$ cat src/rtl/ulpi_pkg.sv
// Shared ULPI definitions: RX CMD event codes, TX CMD prefix,
// Function Control bit positions and the init FSM state type.
package ulpi_pkg;

    // RxEvent field, RX CMD bits [5:4]
    typedef enum logic [1:0] {
        RXEV_NONE    = 2'b00,
        RXEV_ACTIVE  = 2'b01,
        RXEV_HOSTDIS = 2'b10,
        RXEV_ERROR   = 2'b11
    } rx_event_e;

    // TX CMD prefix for an immediate register write
    localparam logic [1:0] TXCMD_REGW = 2'b10;

    // Function Control register bit positions
    localparam int FC_XCVR_LSB   = 0;
    localparam int FC_TERMSEL    = 2;
    localparam int FC_OPMODE_LSB = 3;
    localparam int FC_RESET      = 5;
    localparam int FC_SUSPENDM   = 6;

    typedef enum logic [2:0] {
        ST_IDLE_WAIT,
        ST_CMD,
        ST_DATA,
        ST_STP,
        ST_DONE
    } init_state_e;

    function automatic logic [7:0] regw_cmd(input logic [5:0] addr);
        return {TXCMD_REGW, addr};
    endfunction

endpackage

$ cat src/rtl/ulpi_rx_framer.sv
// One-byte holder that turns accepted ULPI bytes into a framed stream.
// Ports: byte_vld_i/byte_i accepted byte, err_set_i RxError event,
//        rx_fall_i RxActive falling, pkt_* framed output (registered).
module ulpi_rx_framer (
    input  logic       clk_i,
    input  logic       rst_i,
    input  logic       byte_vld_i,
    input  logic [7:0] byte_i,
    input  logic       err_set_i,
    input  logic       rx_fall_i,
    output logic       pkt_valid_o,
    output logic [7:0] pkt_data_o,
    output logic       pkt_last_o,
    output logic       pkt_error_o
);

    logic       full_q, full_d;
    logic [7:0] hold_q, hold_d;
    logic       err_q, err_d;
    logic       valid_q, valid_d;
    logic [7:0] data_q, data_d;
    logic       last_q, last_d;
    logic       perr_q, perr_d;

    always_comb begin
        full_d  = full_q;
        hold_d  = hold_q;
        err_d   = err_q;
        valid_d = 1'b0;
        data_d  = 8'h00;
        last_d  = 1'b0;
        perr_d  = 1'b0;

        if (err_set_i) begin
            err_d = 1'b1;
        end

        // A byte is only known to be non-final once its successor arrives
        if (byte_vld_i) begin
            if (full_q) begin
                valid_d = 1'b1;
                data_d  = hold_q;
            end
            hold_d = byte_i;
            full_d = 1'b1;
        end else if (rx_fall_i) begin
            if (full_q) begin
                valid_d = 1'b1;
                data_d  = hold_q;
                last_d  = 1'b1;
                perr_d  = err_q;
            end
            full_d = 1'b0;
            err_d  = 1'b0;
        end
    end

    always_ff @(posedge clk_i) begin
        if (!rst_i) begin
            full_q  <= 1'b0;
            hold_q  <= 8'h00;
            err_q   <= 1'b0;
            valid_q <= 1'b0;
            data_q  <= 8'h00;
            last_q  <= 1'b0;
            perr_q  <= 1'b0;
        end else begin
            full_q  <= full_d;
            hold_q  <= hold_d;
            err_q   <= err_d;
            valid_q <= valid_d;
            data_q  <= data_d;
            last_q  <= last_d;
            perr_q  <= perr_d;
        end
    end

    assign pkt_valid_o = valid_q;
    assign pkt_data_o  = data_q;
    assign pkt_last_o  = last_q;
    assign pkt_error_o = perr_q;

endmodule

$ cat src/rtl/ulpi_sniff_rx.sv
// Link-side ULPI front end: one Function Control write at init, then
// RX CMD / data decode into a framed byte stream and line state.
// Ports: ulpi_* pad bus, init_done_o, linestate_o, rx_active_o, pkt_*.
module ulpi_sniff_rx
    import ulpi_pkg::*;
#(
    parameter logic [5:0] FUNC_CTRL_ADDR = 6'h04,
    parameter logic [7:0] FUNC_CTRL_VAL  = 8'h48
) (
    input  logic       clk_i,
    input  logic       rst_i,
    input  logic [7:0] ulpi_data_i,
    output logic [7:0] ulpi_data_o,
    input  logic       ulpi_dir_i,
    input  logic       ulpi_nxt_i,
    output logic       ulpi_stp_o,
    output logic       init_done_o,
    output logic [1:0] linestate_o,
    output logic       rx_active_o,
    output logic       pkt_valid_o,
    output logic [7:0] pkt_data_o,
    output logic       pkt_last_o,
    output logic       pkt_error_o
);

    init_state_e state_q, state_d;
    logic [7:0]  txd_q, txd_d;
    logic        stp_q, stp_d;
    logic        done_q, done_d;
    logic        dir_q, dir_d;
    logic        rx_active_q, rx_active_d;
    logic [1:0]  ls_q, ls_d;

    logic        turn;
    logic        rx_cmd;
    logic        rx_byte;
    logic        err_set;
    logic        byte_vld;
    logic        rx_fall;
    rx_event_e   ev;

    // Receive decode
    always_comb begin
        turn        = ulpi_dir_i & ~dir_q;
        rx_cmd      = ulpi_dir_i & dir_q & ~ulpi_nxt_i;
        rx_byte     = ulpi_dir_i & dir_q & ulpi_nxt_i;
        ev          = rx_event_e'(ulpi_data_i[5:4]);
        dir_d       = ulpi_dir_i;
        rx_active_d = rx_active_q;
        ls_d        = ls_q;
        err_set     = 1'b0;

        if (!ulpi_dir_i) begin
            rx_active_d = 1'b0;
        end else if (turn) begin
            // dir and nxt together signal RxActive at turnaround
            rx_active_d = ulpi_nxt_i;
        end else if (rx_cmd) begin
            ls_d = ulpi_data_i[1:0];
            unique case (ev)
                RXEV_ACTIVE: rx_active_d = 1'b1;
                RXEV_ERROR: begin
                    rx_active_d = 1'b1;
                    err_set     = 1'b1;
                end
                default: rx_active_d = 1'b0;
            endcase
        end

        byte_vld = rx_byte & rx_active_q;
        rx_fall  = rx_active_q & ~rx_active_d;
    end

    // Init FSM; outputs are registered from the next state
    always_comb begin
        state_d = state_q;
        unique case (state_q)
            ST_IDLE_WAIT: begin
                if (!dir_q && !ulpi_dir_i) state_d = ST_CMD;
            end
            ST_CMD: begin
                if (ulpi_dir_i)      state_d = ST_IDLE_WAIT;
                else if (ulpi_nxt_i) state_d = ST_DATA;
            end
            ST_DATA: begin
                if (ulpi_dir_i)      state_d = ST_IDLE_WAIT;
                else if (ulpi_nxt_i) state_d = ST_STP;
            end
            ST_STP:  state_d = ST_DONE;
            default: state_d = ST_DONE;
        endcase

        txd_d  = 8'h00;
        stp_d  = 1'b0;
        done_d = 1'b0;
        unique case (state_d)
            ST_CMD:  txd_d  = regw_cmd(FUNC_CTRL_ADDR);
            ST_DATA: txd_d  = FUNC_CTRL_VAL;
            ST_STP:  stp_d  = 1'b1;
            ST_DONE: done_d = 1'b1;
            default: txd_d  = 8'h00;
        endcase
    end

    always_ff @(posedge clk_i) begin
        if (!rst_i) begin
            state_q     <= ST_IDLE_WAIT;
            txd_q       <= 8'h00;
            stp_q       <= 1'b0;
            done_q      <= 1'b0;
            dir_q       <= 1'b0;
            rx_active_q <= 1'b0;
            ls_q        <= 2'b00;
        end else begin
            state_q     <= state_d;
            txd_q       <= txd_d;
            stp_q       <= stp_d;
            done_q      <= done_d;
            dir_q       <= dir_d;
            rx_active_q <= rx_active_d;
            ls_q        <= ls_d;
        end
    end

    ulpi_rx_framer u_framer (
        .clk_i      (clk_i),
        .rst_i      (rst_i),
        .byte_vld_i (byte_vld),
        .byte_i     (ulpi_data_i),
        .err_set_i  (err_set),
        .rx_fall_i  (rx_fall),
        .pkt_valid_o(pkt_valid_o),
        .pkt_data_o (pkt_data_o),
        .pkt_last_o (pkt_last_o),
        .pkt_error_o(pkt_error_o)
    );

    assign ulpi_data_o = txd_q;
    assign ulpi_stp_o  = stp_q;
    assign init_done_o = done_q;
    assign linestate_o = ls_q;
    assign rx_active_o = rx_active_q;

endmodule
$ cat config.mk
export PLATFORM = sky130hd
export DESIGN_NAME = ulpi_sniff_rx
export DESIGN_NICKNAME = d
export VERILOG_FILES = /design/src/rtl/ulpi_pkg.sv /design/src/rtl/ulpi_rx_framer.sv /design/src/rtl/ulpi_sniff_rx.sv
export SDC_FILE = /design/constraint.sdc
export NUM_CORES = 1
export LEC_CHECK = 0
export CAP_MARGIN = 30
export CELL_PAD_IN_SITES_DETAIL_PLACEMENT = 0
export CELL_PAD_IN_SITES_GLOBAL_PLACEMENT = 2
export CORE_MARGIN = 1
export CORE_UTILIZATION = 28
export DETAILED_ROUTE_END_ITERATION = 6
export PLACE_DENSITY_LB_ADDON = 0.1
export SLEW_MARGIN = 40
export SYNTH_ARGS = -nofsm -noshare
export SYNTH_HDL_FRONTEND = slang
export SYNTH_SLANG_ARGS = --single-unit
$ cat constraint.sdc
create_clock -name clk_i -period 2.83 [get_ports clk_i]
set_input_delay 0.566 -clock clk_i [delete_from_list [all_inputs] [get_ports clk_i]]
set_output_delay 0.566 -clock clk_i [all_outputs]
set_load 0.005 [all_outputs]
* Yosys cells after proc, flatten, opt, wreduce, memory -nomap -nowiden
Index checks and enable logic that the tools add are counted.
** Word-level totals
- Register bits :: 38
- Latch bits :: 0
- Bits in writable memories :: 0
- ROM bits :: 0
- Input bits :: 12
- Output and inout bits :: 24
- Logic and storage cells :: 72
- Memories :: 0
** Cells by class
- Add/subtract/negate cells :: 0
- Multipliers :: 0
- Divide/modulo/power cells :: 0
- Order comparisons :: 0
- Equal/unequal tests :: 8
- Shift operators :: 0
- Muxes and demuxes :: 28
- Bitwise logic cells :: 13
- Reductions and logical operators :: 9
** Operators with widths (number)
- 8-bit two-way mux :: 3
- 1-bit two-way mux :: 18
- 8-bit case mux with 2 select lines :: 1
- 3-bit two-way mux :: 5
- 3-bit by 2-bit == test with 1-bit output (second input constant) :: 3
- 3-bit case mux with 3 select lines :: 1
- 1-bit inverter :: 7
- 1-bit AND :: 6
- 3-bit by 1-bit == test with 1-bit output (second input constant) :: 2
- 2-bit OR reduction :: 2
- 4-bit OR reduction :: 1
- 3-bit == test (second input constant) :: 1
- 3-bit zero test :: 1
- 3-bit AND reduction :: 1
- 2-bit by 1-bit == test with 1-bit output (second input constant) :: 1
- 2-bit == test (second input constant) :: 1
- 1-bit zero test :: 2
- 2-bit nonzero test :: 1
- 1-bit logical AND :: 1

* Logic depth before layout (Yosys ltp)
- Depth after elaboration :: 10
- Mapped depth :: 5
- Gate-level depth less buffers :: 3

* By module
A second synthesis with hierarchy kept.
** Second synthesis, totals
- Cell total of the unflattened synthesis :: 110
- Area total of the unflattened synthesis :: 1169.9 µm²
** Modules (own cells, without submodules)
- ulpi_rx_framer :: instances 1, cells an instance 55, area each 684.4 µm², sequential area each 420.4 µm²
- ulpi_sniff_rx :: instances 1, cells an instance 55, area each 485.5 µm², sequential area each 220.2 µm²

* Worst setup path before layout
No wires, ideal clock.
- Kind :: in2reg
- Start :: in ulpi_nxt_i
- End :: reg u_framer.data_q[0] (netlist: u_framer.pkt_data_o[0])
- Data arrival time :: 1.199 ns
- Data required time :: 2.708 ns
- Setup slack :: 1.509 ns
- Cell stages on the path :: 4
- Path through :: buf_4 nand3b_1 a21boi_4 nor2_1
** On the way
- Longest elaborated chain between the ends :: 9
** Ends and longest elaborated chain
- start, declared :: RTL line ulpi_sniff_rx.sv:15 : input logic ulpi_nxt_i,
- 1-bit inverter :: RTL line ulpi_sniff_rx.sv:45 : rx_cmd = ulpi_dir_i & dir_q & ~ulpi_nxt_i;
- 1-bit AND :: RTL line ulpi_sniff_rx.sv:45
- 1-bit two-way mux :: RTL line ulpi_sniff_rx.sv:58 : end else if (rx_cmd) begin
- 1-bit two-way mux :: RTL line ulpi_sniff_rx.sv:55 : end else if (turn) begin
- 1-bit two-way mux :: RTL line ulpi_sniff_rx.sv:53 : if (!ulpi_dir_i) begin
- 1-bit inverter :: RTL line ulpi_sniff_rx.sv:71 : rx_fall = rx_active_q & ~rx_active_d;
- 1-bit AND :: RTL line ulpi_sniff_rx.sv:71
- 8-bit two-way mux :: RTL line ulpi_rx_framer.sv:46 : end else if (rx_fall_i) begin
- 8-bit two-way mux (*) :: RTL line ulpi_rx_framer.sv:39 : if (byte_vld_i) begin
- end signal, assigned :: RTL line ulpi_rx_framer.sv:72 : data_q <= data_d;
- end, declared :: RTL line ulpi_rx_framer.sv:21 : logic [7:0] data_q, data_d;
Every way passes the cells marked *; elsewhere a longest branch is shown, timed or not.
A chain may end at the register's enable or synchronous reset.

* Worst setup path after layout
- Start :: reg rx_active_q (netlist: rx_active_o)
- End :: out rx_active_o
** RTL lines
- start, declared :: RTL line ulpi_sniff_rx.sv:31 : logic rx_active_q, rx_active_d;
- start signal, assigned :: RTL line ulpi_sniff_rx.sv:120 : rx_active_q <= rx_active_d;
- end, declared :: RTL line ulpi_sniff_rx.sv:19 : output logic rx_active_o,
No word-level cell between the ends.

==> flow_summary.ini <==
[hold_path]
hold_path_class = flip-flop to flip-flop
min_from = u_framer.hold_q[7]

[floorplan]
pin_count = 36
die_h_um = 66.67
start_util = 0.2928
fp.coreArea_mm2 = 0.004000
dieArea_mm2 = 0.004445
die_x_um = 66.67
row_count = 23

[setup_path]
crit_type = flip-flop to output pin
critPathRequiredTime_ns = 2.26
crit_arrival_ns = 1.23
path_cells = clkdlybuf4s50_1
worst_setup_path_end_kind = output pin
r2r_slack_ns = 1.67
path_buf_inv = 1
path_max_fanout = 7
crit_path_start = rx_active_o
cp-start-kind = flip-flop
r2r-start = rx_active_o
cp_slowest_cell = clkdlybuf4s50_1
crit_path_max_incr_delay_ns = 0.53
critPathTopFamily = buffers and inverters

[clock_tree]
cts_num_sinks = 32
post_cts_resized = 0
clockBufferDepth = 2
cts_tree = built
htree_levels = 2
insertion_delay_ns = 0.28
cts_setup_buffers = 0
cts_hold_buf = 0
cts_made_buffers = 5
clkTransAtPathRegs_ns = 0.06
root_buffer = clkbuf_8

[cells_and_area]
multi_input_area_um2 = 457.9
drive_above_1_share = 0.04969
fin_cells = 211
num-fill-cells = 420
register_area_um2 = 640.6
antenna_cells = 0
final_common_cell = dfxtp_1
utilization = 0.3929
layout_common_cells = dfxtp_1 (32), clkdlybuf4s50_1 (31), nand2_1 (26), nor2_1 (14), a21boi_1 (8)
area_growth_pct = 34.19
final_cell_area_mm2 = 0.001572
nNetsFinal = 173

[routing]
remaining_drc_errors = 0
via_per_inst = 4.303
wl_per_cell_um = 11.35
drtIter0Drc = 39
drt_wl_total_mm = 2.395
final_antenna_net_count = 0
vias = 908
drtPass1Iterations = 5

[timing]
finalSetupViolCount = 0
fin_setup_tns_ns = 0
fmax_mhz = 555.4
fin_crit_ns = 1.801
hold_viol = 0
fin_worst_skew_ns = 0.001812
whs_ns = 0.4283
drv_slew = 0
setup_ws_ns = 1.029
fin_crit_sh = 0.6362
rsz0062_at_grt = false

[placed_design]
dp.cells = 204
dpl.hpwl_mm = 1.585
placed_area_mm2 = 0.001494
place_congestion = 0.7379
pre_cts_slack_ns = 0.7629
io_buffers = 31

[global_routing]
antenna_found_initial = 0
grt_usage = 0.1331
grt_pass1_wl_mm = 4.160
grt_max_degree = 18
grt_overflow_total = 0
grt_pass1_vias = 892

[synth]
synth_edf_count = 0
synthCells = 129
synth_largest_area_cell = dfxtp_1
synthesis.area_mm2 = 0.001171
yosys-top-cells-area = dfxtp_1 (55%), nand2_1 (8.3%), a21boi_1 (5.1%)
synth-seq-cells = 32
async_flop_share = 0
synth_cell_types = 27
ys_seq_area_frac = 0.5470
syn_area_per_cell_um2 = 9.078
synth_warnings = 0
yosysTopAreaCellShare = 0.5470
ys.flop_type = dfxtp_1

[pwr]
total_power_mw = 0.8384
irDropWorstVdd_v = 0.0001757
power.density_mw_per_mm2 = 533.5
power_leakage_nw = 0.5800

[outcome]
status = finished, final reports clean

[flow_run]
max_cap_viol_count = 0
routing by layer:
layer / vias up / routed length, um / GRT usage
met5: - / 0 / 0
met4: 0 / 27 / 0.08777
met3: 4 / 126 / 0.04110
met2: 31 / 1046 / 0.1869
met1: 406 / 1194 / 0.1724
li1: 467 / - / -
synth_stat cells, types with 2 or more instances:
master    count
nor2_1       14
mux2i_1       2
a21oi_1       3
nor3_1        2
nand2b_1      4
nor2b_1       5
dfxtp_1      32
a21boi_1      8
and2_1        3
buf_4         8
o21ai_0       2
nand3_1       2
and3_1        2
nand2_1      26
inv_1         4
sequential cells by signal, summed over array words and instances, names as in the netlist:
register              cells
dir_q                     1
init_done_o               1
linestate_o               2
rx_active_o               1
state_q                   3
u_framer.err_q            1
u_framer.full_q           1
u_framer.hold_q           8
u_framer.pkt_data_o       8
u_framer.pkt_error_o      1
u_framer.pkt_last_o       1
u_framer.pkt_valid_o      1
ulpi_data_o               2
ulpi_stp_o                1
cell type report:
cell class                      instances  area share
Multi-Input combinational cell         86      0.2914
Sequential cell                        32      0.4076
Tap cell                               50     0.03981
Clock buffer                            6     0.04618
Timing Repair Buffer                   32      0.2022
Clock inverter                          1    0.003185
Inverter                                4    0.009554
kinds of logic (layout without fill, tap and decap cells):
family                 after synthesis  count (layout)  synth area share
other                                1               4          0.003202
multiplexers                         2               2           0.01709
flip-flops                          32              32            0.5470
AND/OR/NAND/NOR                     62              62            0.2468
AO/OA/AOI/OAI                       18              18            0.1143
buffers and inverters               14              43           0.07157
path summary, 6_finish.rpt:
check | to | depth (start not counted)
hold reg to reg | u_framer.pkt_data_o[7] | 2
hold / removal | u_framer.pkt_data_o[7] | 2
setup / recovery | rx_active_o | 1
setup reg to reg | u_framer.pkt_error_o | 2
report_power, final:
part           switching (mW)  total (mW)  internal (mW)
Clock                   0.156       0.322          0.167
Combinational          0.0248      0.0556         0.0308
Sequential            0.00465       0.460          0.456
Total                   0.185       0.838          0.653
No activity file was read; power rests on OpenSTA's default activity.
